$ cat config.mk
export PLATFORM = sky130hd
export DESIGN_NAME = fetch_decode_reg_flat
export DESIGN_NICKNAME = d
export VERILOG_FILES = /design/src/rtl/cpu_pkg.sv /design/src/rtl/fetch_decode_reg_if.sv /design/src/rtl/fetch_decode_reg_en_reg.sv /design/src/rtl/fetch_decode_reg.sv /design/src/flat_wrapper.sv
export SDC_FILE = /design/constraint.sdc
export NUM_CORES = 1
export LEC_CHECK = 0
export CAP_MARGIN = 15
export CORE_MARGIN = 2
export CORE_UTILIZATION = 60
export DETAILED_ROUTE_END_ITERATION = 6
export DONT_BUFFER_PORTS = 1
export PLACE_DENSITY = 0.8
export SETUP_SLACK_MARGIN = 0.1
export SYNTH_ARGS = -nofsm -noshare
export SYNTH_HDL_FRONTEND = slang
export SYNTH_SLANG_ARGS = --single-unit
$ cat constraint.sdc
create_clock -name clk -period 0.8 [get_ports clk]
set_input_delay 0.04 -clock clk [delete_from_list [all_inputs] [get_ports clk]]
set_output_delay 0.04 -clock clk [all_outputs]
set_load 0.02 [all_outputs]
$ cat src/rtl/cpu_pkg.sv
// Shared CPU definitions: datapath width, word type and pipeline bubble constants.
package cpu_pkg;

    localparam int unsigned DATA_W = 16;
    localparam int unsigned CNT_W  = 16;

    typedef logic [DATA_W-1:0] word_t;

    localparam word_t NOP_INSTR = word_t'(16'h0000);
    localparam word_t RST_PC    = word_t'(16'h0000);

endpackage : cpu_pkg

$ cat src/rtl/fetch_decode_reg_if.sv
// Fetch -> Decode pipeline register bus.
//   master : fetch-side driver (Stall, Flush, NextPCIn, InstructIn), sees registered outputs
//   slave  : the pipeline register itself
// Optional macro FETCH_REG_STALL_CNT_EN adds the StallCnt observation output.
interface fetch_decode_reg_if #(
    parameter int unsigned DATA_W = cpu_pkg::DATA_W
);
    logic              Stall;
    logic              Flush;
    logic [DATA_W-1:0] NextPCIn;
    logic [DATA_W-1:0] InstructIn;
    logic [DATA_W-1:0] NextPCOut;
    logic [DATA_W-1:0] InstructOut;
    logic              ValidOut;
`ifdef FETCH_REG_STALL_CNT_EN
    logic [cpu_pkg::CNT_W-1:0] StallCnt;
`endif

    modport master (
        output Stall, Flush, NextPCIn, InstructIn,
        input  NextPCOut, InstructOut, ValidOut
`ifdef FETCH_REG_STALL_CNT_EN
        , input StallCnt
`endif
    );

    modport slave (
        input  Stall, Flush, NextPCIn, InstructIn,
        output NextPCOut, InstructOut, ValidOut
`ifdef FETCH_REG_STALL_CNT_EN
        , output StallCnt
`endif
    );

endinterface : fetch_decode_reg_if

$ cat src/rtl/fetch_decode_reg_en_reg.sv
// pipe_en_reg: width-parameterised register with async active-low reset,
// synchronous clear (priority over enable) and load enable.
//   clk, rst : clock, async active-low reset to RST_VAL
//   clr      : load RST_VAL at the edge
//   en       : load d at the edge
//   d, q     : data in, registered data out
module pipe_en_reg #(
    parameter int unsigned W       = 16,
    parameter logic [W-1:0] RST_VAL = '0
) (
    input  logic         clk,
    input  logic         rst,
    input  logic         clr,
    input  logic         en,
    input  logic [W-1:0] d,
    output logic [W-1:0] q
);

    always_ff @(posedge clk or negedge rst) begin
        if (!rst) begin
            q <= RST_VAL;
        end else if (clr) begin
            q <= RST_VAL;
        end else if (en) begin
            q <= d;
        end
    end

endmodule : pipe_en_reg

$ cat src/rtl/fetch_decode_reg.sv
// Fetch -> Decode pipeline register. Captures PC+1 and the instruction word,
// holds on Stall, inserts a bubble (NOP, RST_PC, invalid) on Flush.
// Priority per edge: Flush > Stall > load. All outputs come straight from flops.
//   clk  : rising-edge clock
//   rst  : async active-low reset
//   bus  : fetch_decode_reg_if.slave (Stall, Flush, NextPCIn, InstructIn ->
//          NextPCOut, InstructOut, ValidOut)
// Optional macro FETCH_REG_STALL_CNT_EN: saturating 16-bit count of stalled edges
// on bus.StallCnt (not cleared by Flush).
module fetch_decode_reg #(
    parameter int unsigned      DATA_W    = cpu_pkg::DATA_W,
    parameter logic [DATA_W-1:0] NOP_INSTR = cpu_pkg::NOP_INSTR,
    parameter logic [DATA_W-1:0] RST_PC    = cpu_pkg::RST_PC
) (
    input  logic               clk,
    input  logic               rst,
    fetch_decode_reg_if.slave  bus
);
    import cpu_pkg::*;

    // Flush clears regardless of Stall; otherwise load only when not stalled.
    logic clrC;
    logic enC;
    assign clrC = bus.Flush;
    assign enC  = ~bus.Stall;

    pipe_en_reg #(.W(DATA_W), .RST_VAL(RST_PC)) uNextPC (
        .clk (clk),
        .rst (rst),
        .clr (clrC),
        .en  (enC),
        .d   (bus.NextPCIn),
        .q   (bus.NextPCOut)
    );

    pipe_en_reg #(.W(DATA_W), .RST_VAL(NOP_INSTR)) uInstruct (
        .clk (clk),
        .rst (rst),
        .clr (clrC),
        .en  (enC),
        .d   (bus.InstructIn),
        .q   (bus.InstructOut)
    );

    pipe_en_reg #(.W(1), .RST_VAL(1'b0)) uValid (
        .clk (clk),
        .rst (rst),
        .clr (clrC),
        .en  (enC),
        .d   (1'b1),
        .q   (bus.ValidOut)
    );

`ifdef FETCH_REG_STALL_CNT_EN
    // Counts edges that actually held the register; saturates instead of wrapping.
    logic [CNT_W-1:0] stallCnt;

    always_ff @(posedge clk or negedge rst) begin
        if (!rst) begin
            stallCnt <= '0;
        end else if (bus.Stall && !bus.Flush && (stallCnt != {CNT_W{1'b1}})) begin
            stallCnt <= stallCnt + CNT_W'(1);
        end
    end

    assign bus.StallCnt = stallCnt;
`endif

endmodule : fetch_decode_reg

$ cat src/flat_wrapper.sv
// flat-port wrapper written by rule: the top's interface ports become plain ports
module fetch_decode_reg_flat import cpu_pkg::*;
#(
    parameter int unsigned      DATA_W    = cpu_pkg::DATA_W,
    parameter logic [DATA_W-1:0] NOP_INSTR = cpu_pkg::NOP_INSTR,
    parameter logic [DATA_W-1:0] RST_PC    = cpu_pkg::RST_PC
)
  (clk, rst, bus_Stall, bus_Flush, bus_NextPCIn, bus_InstructIn, bus_NextPCOut, bus_InstructOut, bus_ValidOut);
  fetch_decode_reg_if #(.DATA_W(DATA_W)) bus_i ();
  input  logic clk;
  input  logic rst;
  input wire logic [$bits(bus_i.Stall)-1:0] bus_Stall;
  input wire logic [$bits(bus_i.Flush)-1:0] bus_Flush;
  input wire logic [$bits(bus_i.NextPCIn)-1:0] bus_NextPCIn;
  input wire logic [$bits(bus_i.InstructIn)-1:0] bus_InstructIn;
  output wire logic [$bits(bus_i.NextPCOut)-1:0] bus_NextPCOut;
  output wire logic [$bits(bus_i.InstructOut)-1:0] bus_InstructOut;
  output wire logic [$bits(bus_i.ValidOut)-1:0] bus_ValidOut;
  assign bus_i.Stall = bus_Stall;
  assign bus_i.Flush = bus_Flush;
  assign bus_i.NextPCIn = bus_NextPCIn;
  assign bus_i.InstructIn = bus_InstructIn;
  assign bus_NextPCOut = bus_i.NextPCOut;
  assign bus_InstructOut = bus_i.InstructOut;
  assign bus_ValidOut = bus_i.ValidOut;
  fetch_decode_reg #(.DATA_W(DATA_W), .NOP_INSTR(NOP_INSTR), .RST_PC(RST_PC)) u_core (.clk(clk), .rst(rst), .bus(bus_i));
endmodule
==> results.sh <==
export IMPL_status="finished with violations"
export IMPL_violations="negative hold slack, negative setup slack"
export IMPL_critical_path_class="reg -> out"
export IMPL_hold_viol=66
export IMPL_synth_yosys_seq_area_share=0.606
export IMPL_r2r_slack_ps=-70
export IMPL_antenna_cells=0
export IMPL_layout_commonest_cell="buf_6"
export IMPL_worst_slew_pin_slew_ps=201
export IMPL_timing_rr_start="u_core.uNextPC.q[9]"
export IMPL_dieHeight_um=51.7
export IMPL_place_area_um2=1600
export IMPL_area_growth_pct=41.7
export IMPL_dr_pass1_iters=4
export IMPL_grt_overflow_total=0
export IMPL_min_period_over_period=1.18
export IMPL_arrival_ps=910
export IMPL_clk_pin_slew_ps=110
export IMPL_p_leak_uw=0.000949
export IMPL_design_area_um2=1930
export IMPL_drc=0
export IMPL_cp_max_fo=2
export IMPL_io_pins=69
export IMPL_p_per_area_nw_per_um2=1930
export IMPL_syn_inst=107
export IMPL_yosys_warnings=0
export IMPL_ant_nets=0
export IMPL_min_path_type="in -> async"
export IMPL_grt_pass1_vias=1029
export IMPL_fin_nets=185
export IMPL_grt_start_max_net_pins=34
export IMPL_most_common_layout_cells="buf_6 (43), nor2_1 (32), dfrtp_2 (32)"
export IMPL_grt_util_met2=0.524
export IMPL_critical_path_buf_inv_count=1
export IMPL_startpoint_type="register"
export IMPL_met1_usage=0.282
export IMPL_gp_congestion=0.661
export IMPL_rows=17
export IMPL_cts_sinks=33
export IMPL_synthAdderAreaFrac=0
export IMPL_relSlewSlack=0.863
export IMPL_cts_made_buffers=5
export IMPL_cp_cell_sequence="buf_6"
export IMPL_setup_violations=44
export IMPL_ys_types=9
export IMPL_endpoint_kind="output port"
export IMPL_ys_ff_latch=33
export IMPL_io_buffers=0
export IMPL_ir_worst_vdd_v=0.00163
export IMPL_gr_usage_all_layers=0.274
export IMPL_final_cell_count_no_fill=178
export IMPL_synth_compound_area_frac=0.00367
export IMPL_dieWidth_um=51.7
export IMPL_grt_first_pass_wirelength_mm=5.01
export IMPL_clock_skew_ps=0
export IMPL_fin_ws_ps=-145
export IMPL_dp_cells=160
export IMPL_core_area_um2=2170
export IMPL_maxCapViolCount=0
export IMPL_critical_path_max_stage_delay_ps=440
export IMPL_dr_total_vias=944
export IMPL_synth_xor_area_frac=0
export IMPL_slew_viol_final=0
export IMPL_whs_ps=-610
export IMPL_root_buffer="clkbuf_4"
export IMPL_rsz0062_at_grt="true"
export IMPL_syn_area_um2=1360
export IMPL_synthMuxAreaShare=0.235
export IMPL_wl_mm=3.43
export IMPL_die_area_um2=2670
export IMPL_final_util=0.891
export IMPL_cp_startpoint="u_core.uNextPC.q[13]"
export IMPL_worst_path_max_delay_cell="dfrtp_2"
export IMPL_drive_gt1_frac=0.573
export IMPL_syn_num_nets=143
export IMPL_fmax_mhz=1060
export IMPL_start_util=0.629
export IMPL_dr_first_iter_drc_count=6
export IMPL_fin_crit_ps=945
export IMPL_cts_htree_levels=2
export IMPL_vias_per_cell=5.30
export IMPL_required_ps=760
export IMPL_insertion_delay_ps=320
export IMPL_gr_usage_met3=0.0776
export IMPL_tritoncts="done"
export IMPL_cpLargestDelayFamily="flip-flops"
export IMPL_grt_busiest_layer="met2"
export IMPL_antenna_found_initial=0
export IMPL_synth_top_family_by_area="multiplexers"
export IMPL_clock_path_buffers=2
export IMPL_drt_wirelength_per_cell_um=19.3
export IMPL_synth_area_per_cell_um2=12.7
export IMPL_synthSimpleGateAreaFrac=0.0881
routing by layer:
metal,vias up,wire (µm)
li1,433,-
met1,473,1250
met2,36,1950
met3,2,208
met4,0,25
met5,-,0
cells in the mapped netlist (all sizes together):
cell | count | area, µm²
a21oi | 1 | 5.00
buf | 6 | 81.3
clkbuf | 2 | 7.51
dfrtp | 33 | 826
inv | 1 | 3.75
mux2i | 32 | 320
nor2 | 32 | 120
flip-flops by register name, summed over array words and instances (netlist names):
name                count
u_core.uValid.q         1
u_core.uInstruct.q     16
u_core.uNextPC.q       16
final timing paths:
kind / end / cells past startpoint
hold reg to reg: u_core.uNextPC.q[12] / 2
min in group clk: u_core.uNextPC.q[6] / 1
setup / recovery: bus_NextPCOut[13] / 1
setup reg to reg: u_core.uNextPC.q[9] / 3
max in group asynchronous: u_core.uNextPC.q[15] / 0
hold / removal: u_core.uNextPC.q[13] / 0
power by group:
group / switching, µW / leakage [µW] / total, µW / internal (µW)
clock network: 546 / 0.0000455 / 1290 / 747
logic: 246 / 0.000513 / 576 / 330
registers: 82.6 / 0.000391 / 1860 / 1780
cells by family after synthesis:
kind of cell,Yosys count
AO/OA/AOI/OAI,1
buffers and inverters,9
flip-flops,33
multiplexers,32
AND/OR/NAND/NOR,32
final cells by class:
cell class,instances,area (µm²)
Sequential cell,33,866
Timing Repair Buffer,43,484
Multi-Input combinational cell,65,457
Fill cell,99,236
Clock buffer,7,55.1
Tap cell,28,35.0
Clock inverter,1,30.0
Inverter,1,6.26
what timing repair did:
action | 4_1_cts | 5_1_grt
hold endpoints to repair | 66 | 66
setup buffers | 8 | 2
gates resized for setup | 40 | 8
pin swaps | 16 | 17
setup endpoints to repair | 52 | 66
stage by stage:
step	setup WS (ps)	power, µW	TNS, ps
after floorplan	61.7	2210	0
after global placement	126	2280	0
after detailed placement	15.7	2300	0
after CTS	-135	3680	-4180
after global routing	-182	3850	-6060
final	-145	3730	-4470
No activity file was read; power rests on OpenSTA's default activity.
